[src/rtl/fft_pkg.sv]
// rtl/fft_pkg.sv - shared state encoding and default sizes for the FFT frame controller
// Contents: state_t (ST_IDLE..ST_HOLD), default N_POINTS/IDX_W/EXP_W, idle bin code.
package fft_pkg;

    typedef enum logic [2:0] {
        ST_IDLE   = 3'd0,
        ST_LOAD   = 3'd1,
        ST_WAIT   = 3'd2,
        ST_UNLOAD = 3'd3,
        ST_DONE   = 3'd4,
        ST_HOLD   = 3'd5
    } state_t;

    localparam int DEF_N_POINTS = 4096;
    localparam int DEF_IDX_W    = 13;
    localparam int DEF_EXP_W    = 6;

    // bin_idx value that tells downstream no bin window is active
    localparam int IDX_IDLE     = DEF_N_POINTS;

endpackage

[src/rtl/fft_frame_ctrl_if.sv]
// rtl/fft_frame_ctrl_if.sv - sample sink, spectrum source and bin output bundle
// Ports (master = controller side):
//   in : adc_valid, sink_ready, source_valid, source_sop, source_eop, source_exp
//   out: sink_valid, sink_sop, sink_eop, bin_idx, exp_out, frame_done
interface fft_frame_ctrl_if #(
    parameter int IDX_W = 13,
    parameter int EXP_W = 6
);
    logic             adc_valid;
    logic             sink_ready;
    logic             sink_valid;
    logic             sink_sop;
    logic             sink_eop;
    logic             source_valid;
    logic             source_sop;
    logic             source_eop;
    logic [EXP_W-1:0] source_exp;
    logic [IDX_W-1:0] bin_idx;
    logic [EXP_W-1:0] exp_out;
    logic             frame_done;

    modport master (
        input  adc_valid, sink_ready, source_valid, source_sop, source_eop, source_exp,
        output sink_valid, sink_sop, sink_eop, bin_idx, exp_out, frame_done
    );

    modport slave (
        output adc_valid, sink_ready, source_valid, source_sop, source_eop, source_exp,
        input  sink_valid, sink_sop, sink_eop, bin_idx, exp_out, frame_done
    );
endinterface

[src/rtl/fft_bin_counter.sv]
// rtl/fft_bin_counter.sv - loadable enable-gated up counter with terminal-count flag
// Ports: clk, rst_n, load/load_val (priority over en), en, count, tc (count == TC)
module fft_bin_counter #(
    parameter int W       = 13,
    parameter int TC      = 4095,
    parameter int RST_VAL = 0
) (
    input  logic         clk,
    input  logic         rst_n,
    input  logic         load,
    input  logic [W-1:0] load_val,
    input  logic         en,
    output logic [W-1:0] count,
    output logic         tc
);
    always_ff @(posedge clk or negedge rst_n) begin
        if (!rst_n) begin
            count <= W'(RST_VAL);
        end else if (load) begin
            count <= load_val;
        end else if (en) begin
            count <= count + 1'b1;
        end
    end

    assign tc = (count == W'(TC));
endmodule

[src/rtl/fft_frame_ctrl.sv]
// rtl/fft_frame_ctrl.sv - sequences one FFT frame: load samples, await spectrum, walk bins
// Ports: clk, rst_n (async, active low), run (free-running level), start (one-shot pulse),
//        bus (fft_frame_ctrl_if.master), busy, err (abort pulse), state_dbg (state code)
module fft_frame_ctrl
    import fft_pkg::*;
#(
    parameter int N_POINTS = DEF_N_POINTS,
    parameter int IDX_W    = DEF_IDX_W,
    parameter int EXP_W    = DEF_EXP_W,
    parameter int TIMEOUT  = 65535,
    parameter int HOLD_CYC = 1024
) (
    input  logic             clk,
    input  logic             rst_n,
    input  logic             run,
    input  logic             start,
    fft_frame_ctrl_if.master bus,
    output logic             busy,
    output logic             err,
    output logic [2:0]       state_dbg
);
    localparam logic [IDX_W-1:0]  IDX_IDLE_V = IDX_W'(N_POINTS);
    localparam logic [15:0]       TMO_LAST   = 16'(TIMEOUT - 1);
    localparam logic [15:0]       TMO_MAX    = 16'(TIMEOUT);
    localparam int                HOLD_W     = $clog2(HOLD_CYC + 1);
    localparam logic [HOLD_W-1:0] HOLD_LAST  = HOLD_W'(HOLD_CYC - 1);

    state_t             state_q, state_d;
    logic [IDX_W-1:0]   smp_cnt, bin_cnt, bin_load_val;
    logic               smp_last, bin_last, bin_load;
    logic [15:0]        tmo_cnt;
    logic [HOLD_W-1:0]  hold_cnt;
    logic [EXP_W-1:0]   exp_q;
    logic               err_q;
    logic               accept, sop_hit, timeout, beat, unload_err, last_beat, abort;

    assign accept     = (state_q == ST_LOAD) && bus.adc_valid && bus.sink_ready;
    assign sop_hit    = (state_q == ST_WAIT) && bus.source_valid && bus.source_sop;
    assign timeout    = (state_q == ST_WAIT) && !sop_hit && (tmo_cnt == TMO_LAST);
    assign beat       = (state_q == ST_UNLOAD) && bus.source_valid;
    // a fresh sop, or an eop before the final bin, means the core lost framing
    assign unload_err = beat && (bus.source_sop || (bus.source_eop && !bin_last));
    assign last_beat  = beat && bin_last && !unload_err;
    assign abort      = timeout || unload_err;

    // sample counter: held at zero outside LOAD so every frame starts at sample 0
    fft_bin_counter #(.W(IDX_W), .TC(N_POINTS - 1), .RST_VAL(0)) u_smp_cnt (
        .clk      (clk),
        .rst_n    (rst_n),
        .load     (state_q != ST_LOAD),
        .load_val ('0),
        .en       (accept),
        .count    (smp_cnt),
        .tc       (smp_last)
    );

    // bin counter doubles as bin_idx; parked at the idle code outside a bin window
    assign bin_load     = sop_hit || abort || last_beat || (state_q == ST_DONE);
    assign bin_load_val = sop_hit ? '0 : IDX_IDLE_V;

    fft_bin_counter #(.W(IDX_W), .TC(N_POINTS - 1), .RST_VAL(N_POINTS)) u_bin_cnt (
        .clk      (clk),
        .rst_n    (rst_n),
        .load     (bin_load),
        .load_val (bin_load_val),
        .en       (beat),
        .count    (bin_cnt),
        .tc       (bin_last)
    );

    always_ff @(posedge clk or negedge rst_n) begin
        if (!rst_n) begin
            state_q  <= ST_IDLE;
            tmo_cnt  <= '0;
            hold_cnt <= '0;
            exp_q    <= '0;
            err_q    <= 1'b0;
        end else begin
            state_q <= state_d;
            err_q   <= abort;
            if (sop_hit) begin
                exp_q <= bus.source_exp;
            end
            if (state_q != ST_WAIT) begin
                tmo_cnt <= '0;
            end else if (tmo_cnt != TMO_MAX) begin
                tmo_cnt <= tmo_cnt + 16'd1;
            end
            if (state_q != ST_HOLD) begin
                hold_cnt <= '0;
            end else begin
                hold_cnt <= hold_cnt + 1'b1;
            end
        end
    end

    always_comb begin
        state_d = state_q;
        case (state_q)
            ST_IDLE:   if (start || run) state_d = ST_LOAD;
            ST_LOAD:   if (accept && smp_last) state_d = ST_WAIT;
            ST_WAIT: begin
                if (sop_hit)      state_d = ST_UNLOAD;
                else if (timeout) state_d = ST_IDLE;
            end
            ST_UNLOAD: begin
                if (unload_err)     state_d = ST_IDLE;
                else if (last_beat) state_d = ST_DONE;
            end
            // run is sampled only at frame boundaries, so a mid-frame drop finishes the frame
            ST_DONE:   state_d = run ? ST_HOLD : ST_IDLE;
            ST_HOLD:   if (hold_cnt == HOLD_LAST) state_d = run ? ST_LOAD : ST_IDLE;
            default:   state_d = ST_IDLE;
        endcase
    end

    assign bus.sink_valid = accept;
    assign bus.sink_sop   = accept && (smp_cnt == '0);
    assign bus.sink_eop   = accept && smp_last;
    assign bus.bin_idx    = bin_cnt;
    assign bus.exp_out    = exp_q;
    assign bus.frame_done = (state_q == ST_DONE);
    assign busy           = (state_q != ST_IDLE);
    assign err            = err_q;
    assign state_dbg      = state_q;
endmodule
[src/flat_wrapper.sv]
// flat-port wrapper written by rule: the top's interface ports become plain ports
module fft_frame_ctrl_flat import fft_pkg::*;
#(
    parameter int N_POINTS = DEF_N_POINTS,
    parameter int IDX_W    = DEF_IDX_W,
    parameter int EXP_W    = DEF_EXP_W,
    parameter int TIMEOUT  = 65535,
    parameter int HOLD_CYC = 1024
)
  (clk, rst_n, run, start, busy, err, state_dbg, bus_adc_valid, bus_sink_ready, bus_source_valid, bus_source_sop, bus_source_eop, bus_source_exp, bus_sink_valid, bus_sink_sop, bus_sink_eop, bus_bin_idx, bus_exp_out, bus_frame_done);
  fft_frame_ctrl_if #(.IDX_W(IDX_W), .EXP_W(EXP_W)) bus_i ();
  input  logic clk;
  input  logic rst_n;
  input  logic run;
  input  logic start;
  output logic busy;
  output logic err;
  output logic [2:0] state_dbg;
  input wire logic [$bits(bus_i.adc_valid)-1:0] bus_adc_valid;
  input wire logic [$bits(bus_i.sink_ready)-1:0] bus_sink_ready;
  input wire logic [$bits(bus_i.source_valid)-1:0] bus_source_valid;
  input wire logic [$bits(bus_i.source_sop)-1:0] bus_source_sop;
  input wire logic [$bits(bus_i.source_eop)-1:0] bus_source_eop;
  input wire logic [$bits(bus_i.source_exp)-1:0] bus_source_exp;
  output wire logic [$bits(bus_i.sink_valid)-1:0] bus_sink_valid;
  output wire logic [$bits(bus_i.sink_sop)-1:0] bus_sink_sop;
  output wire logic [$bits(bus_i.sink_eop)-1:0] bus_sink_eop;
  output wire logic [$bits(bus_i.bin_idx)-1:0] bus_bin_idx;
  output wire logic [$bits(bus_i.exp_out)-1:0] bus_exp_out;
  output wire logic [$bits(bus_i.frame_done)-1:0] bus_frame_done;
  assign bus_i.adc_valid = bus_adc_valid;
  assign bus_i.sink_ready = bus_sink_ready;
  assign bus_i.source_valid = bus_source_valid;
  assign bus_i.source_sop = bus_source_sop;
  assign bus_i.source_eop = bus_source_eop;
  assign bus_i.source_exp = bus_source_exp;
  assign bus_sink_valid = bus_i.sink_valid;
  assign bus_sink_sop = bus_i.sink_sop;
  assign bus_sink_eop = bus_i.sink_eop;
  assign bus_bin_idx = bus_i.bin_idx;
  assign bus_exp_out = bus_i.exp_out;
  assign bus_frame_done = bus_i.frame_done;
  fft_frame_ctrl #(.N_POINTS(N_POINTS), .IDX_W(IDX_W), .EXP_W(EXP_W), .TIMEOUT(TIMEOUT), .HOLD_CYC(HOLD_CYC)) u_core (.clk(clk), .rst_n(rst_n), .run(run), .start(start), .bus(bus_i), .busy(busy), .err(err), .state_dbg(state_dbg));
endmodule
[config.mk]
export PLATFORM = sky130hd
export DESIGN_NAME = fft_frame_ctrl_flat
export DESIGN_NICKNAME = d
export VERILOG_FILES = /design/src/rtl/fft_pkg.sv /design/src/rtl/fft_frame_ctrl_if.sv /design/src/rtl/fft_bin_counter.sv /design/src/rtl/fft_frame_ctrl.sv /design/src/flat_wrapper.sv
export SDC_FILE = /design/constraint.sdc
export NUM_CORES = 1
export LEC_CHECK = 0
export CAP_MARGIN = 20
export CORE_AREA = 2 2 84 102
export CTS_BUF_LIST = sky130_fd_sc_hd__clkbuf_2
export DETAILED_ROUTE_END_ITERATION = 10
export DIE_AREA = 0 0 86 104
export GPL_TIMING_DRIVEN = 0
export HOLD_SLACK_MARGIN = 0.03
export PLACE_DENSITY = 0.78
export SETUP_SLACK_MARGIN = 0.05
export SLEW_MARGIN = 30
export SYNTH_ARGS = -nofsm -noshare
export SYNTH_HDL_FRONTEND = slang
export SYNTH_HIERARCHICAL = 1
export SYNTH_SLANG_ARGS = --single-unit
export TNS_END_PERCENT = 5
[constraint.sdc]
create_clock -name clk -period 4.72 [get_ports clk]
set_clock_uncertainty 0.2 [all_clocks]
set_input_delay 0.944 -clock clk [delete_from_list [all_inputs] [get_ports clk]]
set_output_delay 0.944 -clock clk [all_outputs]
set_load 0.02 [all_outputs]
==> metrics.yaml <==
outcome:
  status: "complete, no violations"
sta:
  timing.setup.tns_ns: 0
  drv_slew: 0
  hold_viol: 0
  maxSlewHeadroom_pct: 57.0
  worst_pin_slew_ns: 0.639
  max_freq_mhz: 261
  period_needed_ns: 3.83
  period_share_pct: 81.1
  rsz0062_at_grt: "no"
  timing.final.ws_setup_ns: 0.892
  final-setup-viol-count: 0
power_and_ir_drop:
  powerDensity_mw_per_mm2: 490
  ir_worst_vdd_mv: 0.296
  power.leakage_nw: 1.74
worst_setup_path:
  slowest_delay_ns: 0.60
  slowest_stage: "clkdlybuf4s50_1"
  worstPathBufferInverterCount: 1
  critical_path.top_delay_family: "simple AND/OR/NAND/NOR gates"
  cp-start-kind: "flop"
  crit_type: "flop to output pin"
  crit_arrival_ns: 2.68
  critPathCaptureType: "output pin"
  worst_ep_required_time_ns: 3.58
  crit_chain: "nor2b_1 -> nand2b_1 -> nor2_1 -> and4_1 -> clkdlybuf4s50_1"
  worstPathMaxFanout: 10
yosys:
  seq_area_frac_synth_pct: 44.8
  syn_avg_cell_area_um2: 9.88
  synth_ff_type: "dfrtp_1"
  synth_edf_count: 0
  synth_seq_cells: 63
  ys_warn_count: 6
  syn_inst: 356
  synth.distinct_cells: 54
  async_flop_share_pct: 100
  syn_area_mm2: 0.00352
floorplanning:
  dieArea_mm2: 0.00894
  start_util_pct: 44.1
  ios: 43
  core_mm2: 0.00797
  die_x_um: 86
  core.rowCount: 36
  die_y_um: 104
flow_run:
  drv_cap: 0
clock_tree:
  ctsResizeCount: 0
  tritoncts: "yes"
  post-cts-setup-buffers: 0
  cts_buffers: 9
  clk_pin_slew_ns: 0.17
  holdBufCountCts: 0
  htreeDepth: 3
  root_buffer: "clkbuf_2"
  cts.sinks: 63
  clk_path_buf_depth: 2
  clock_latency_ns: 0.49
cells_and_area:
  synthToLayoutAreaGrowth_pct: 20.5
  drive_gt1_share_pct: 11.2
  nFillCells: 719
  utilization_pct: 53.2
  final_cells: 533
  diodes: 0
  final_area_mm2: 0.00424
  nets: 454
drt:
  route.detailed.drc: 0
  detail_route.wl_per_cell_um: 14.0
  first_iter_violations: 144
  drt_wl_total_um: 7450
  vias: 2780
  ant_nets: 0
  avgViaCountPerCell: 5.22
  drt_pass1_iterations: 4
global_routing:
  antenna_found_initial: 0
  grt_pass1_wl_um: 12900
  grt_max_degree: 36
  grt_use_total_pct: 18.0
  grt_pass1_vias: 2805
  grt_overflow: 0
hold_path:
  hold_class: "input pin to async pin"
placed_design:
  place_ws_ns: 1.01
  gp_congestion: 0.824
  dp.cells: 518
  portBuffers: 42
  placed_area_mm2: 0.00417
  post-dp-hpwl_um: 5410
==> report_power, final <==
group / switching (mW) / total [mW] / internal [mW]
registers: 0.203 / 0.901 / 0.698
clock network: 0.188 / 0.261 / 0.0734
logic: 0.485 / 0.914 / 0.429
total: 0.876 / 2.08 / 1.20
==> final cells by class <==
type | instances | area [um2] | share of cell area [%]
Multi-Input combinational cell | 297 | 1920 | 45.2
Sequential cell | 63 | 1580 | 37.2
Timing Repair Buffer | 43 | 438 | 10.3
Tap cell | 95 | 119 | 2.80
Buffer | 12 | 82.6 | 1.95
Clock buffer | 13 | 65.1 | 1.53
Inverter | 8 | 30.0 | 0.708
Clock inverter | 2 | 8.76 | 0.207
==> placed cells by master (no fill, tap or decap), types with 3 or more instances in the layout <==
cell / n
dfrtp_1: 62
nand2_1: 44
clkdlybuf4s50_1: 41
o21ai_0: 31
nor2_1: 30
xor2_1: 26
conb_1: 25
xnor2_1: 16
nand3_1: 14
clkbuf_2: 13
nor3_1: 12
nand4_1: 10
inv_1: 8
mux2_2: 8
and3_1: 6
and2_1: 5
clkbuf_1: 5
ha_1: 5
buf_6: 4
o211ai_1: 4
mux2i_1: 4
nor4_1: 4
a211oi_1: 4
buf_4: 3
or3_1: 3
a21oi_1: 3
nand4_4: 3
nand4_2: 3
and4_1: 3
o2111ai_1: 3
and3_2: 3
==> cells in the mapped netlist (2+ instances only) <==
| library cell | count | share of area, % |
|---|---|---|
| nor2b_1 | 2 | 0.36 |
| nor3_1 | 12 | 1.7 |
| and2_1 | 5 | 0.89 |
| nand4_4 | 3 | 1.8 |
| nor3b_1 | 2 | 0.43 |
| buf_4 | 2 | 0.43 |
| xor2_1 | 26 | 6.5 |
| dfrtp_1 | 62 | 44 |
| mux2_2 | 8 | 2.6 |
| xnor2_1 | 16 | 4.0 |
| nand4_2 | 3 | 1.1 |
| nor2_1 | 30 | 3.2 |
| o2111ai_1 | 3 | 0.75 |
| nand3_1 | 14 | 2.0 |
| and3_1 | 6 | 1.1 |
| nand4_1 | 10 | 1.8 |
| inv_1 | 8 | 0.85 |
| nand2_1 | 44 | 4.7 |
| a211oi_1 | 4 | 0.85 |
| clkbuf_1 | 5 | 0.53 |
| o211ai_1 | 4 | 0.85 |
| nor4_1 | 4 | 0.71 |
| ha_1 | 5 | 1.8 |
| or3_1 | 3 | 0.53 |
| o21ai_0 | 31 | 4.4 |
| a21oi_1 | 3 | 0.43 |
| nor4_2 | 2 | 0.71 |
| and4_1 | 3 | 0.75 |
| buf_6 | 4 | 1.3 |
| mux2i_1 | 4 | 1.1 |
| and3_2 | 3 | 0.64 |
| and4_2 | 2 | 0.57 |
| and4b_1 | 2 | 0.57 |
==> registers in the layout, indices dropped and copies added (netlist names) <==
name                    count
u_core/err                  1
u_core/u_bin_cnt/count     13
u_core/bus.exp_out          6
u_core/tmo_cnt             16
u_core/state_dbg            3
u_core/hold_cnt            11
u_core/u_smp_cnt/count     13
==> final timing paths <==
kind / cells past startpoint / end / slack [ns] / from
worst max-delay path: 5 / bus_sink_sop / 0.89 / u_core/state_dbg[1]$_DFFE_PN0P_
worst min register to register: 1 / u_core/hold_cnt[0]$_DFF_PN0_ / 0.30 / u_core/hold_cnt[0]$_DFF_PN0_
worst min-delay path: 1 / u_core/u_smp_cnt/count[8]$_DFFE_PN0P_ / 0.14 / rst_n
min in group clk: 1 / u_core/hold_cnt[0]$_DFF_PN0_ / 0.30 / u_core/hold_cnt[0]$_DFF_PN0_
worst max register to register: 8 / u_core/u_bin_cnt/count[10]$_DFFE_PN0P_ / 1.78 / u_core/u_bin_cnt/count[0]$_DFFE_PN0P_
max in group asynchronous: 2 / u_core/tmo_cnt[3]$_DFFE_PN0P_ / 3.65 / rst_n
==> cells by family (layout without fill, tap and decap cells) <==
logic type                 count (synthesis)  after routing  share of synthesized area (%)
and+or+nand+nor                          160            160                           26.0
DFF                                       63             63                           44.8
AOI/OAI and AO/OA                         53             53                           9.92
xor gates and xnor gates                  42             42                           10.5
buffers and inverters                     20             78                           3.20
muxes                                     12             12                           3.70
adders and majority gates                  5              5                           1.78
other                                      1             25                          0.107
==> metrics by stage <==
stage               hold slack [ns]  total power, mW
floorplan                     0.255             1.45
global placement              0.274             1.78
detailed placement            0.286             1.83
CTS                           0.109             2.10
global route                  0.107             2.22
finish                        0.143             2.08
==> per-layer routing <==
metal	up-vias	routed length [um]	part of all wire, %	GRT usage, %
met4	0	123	1.7	7.26
met3	12	382	5.1	5.71
met5	-	0	0	0
met1	1325	3240	44	22.7
met2	53	3700	50	28.2
li1	1390	-	-	-
Note: power is estimated with default switching activity, not from simulation.
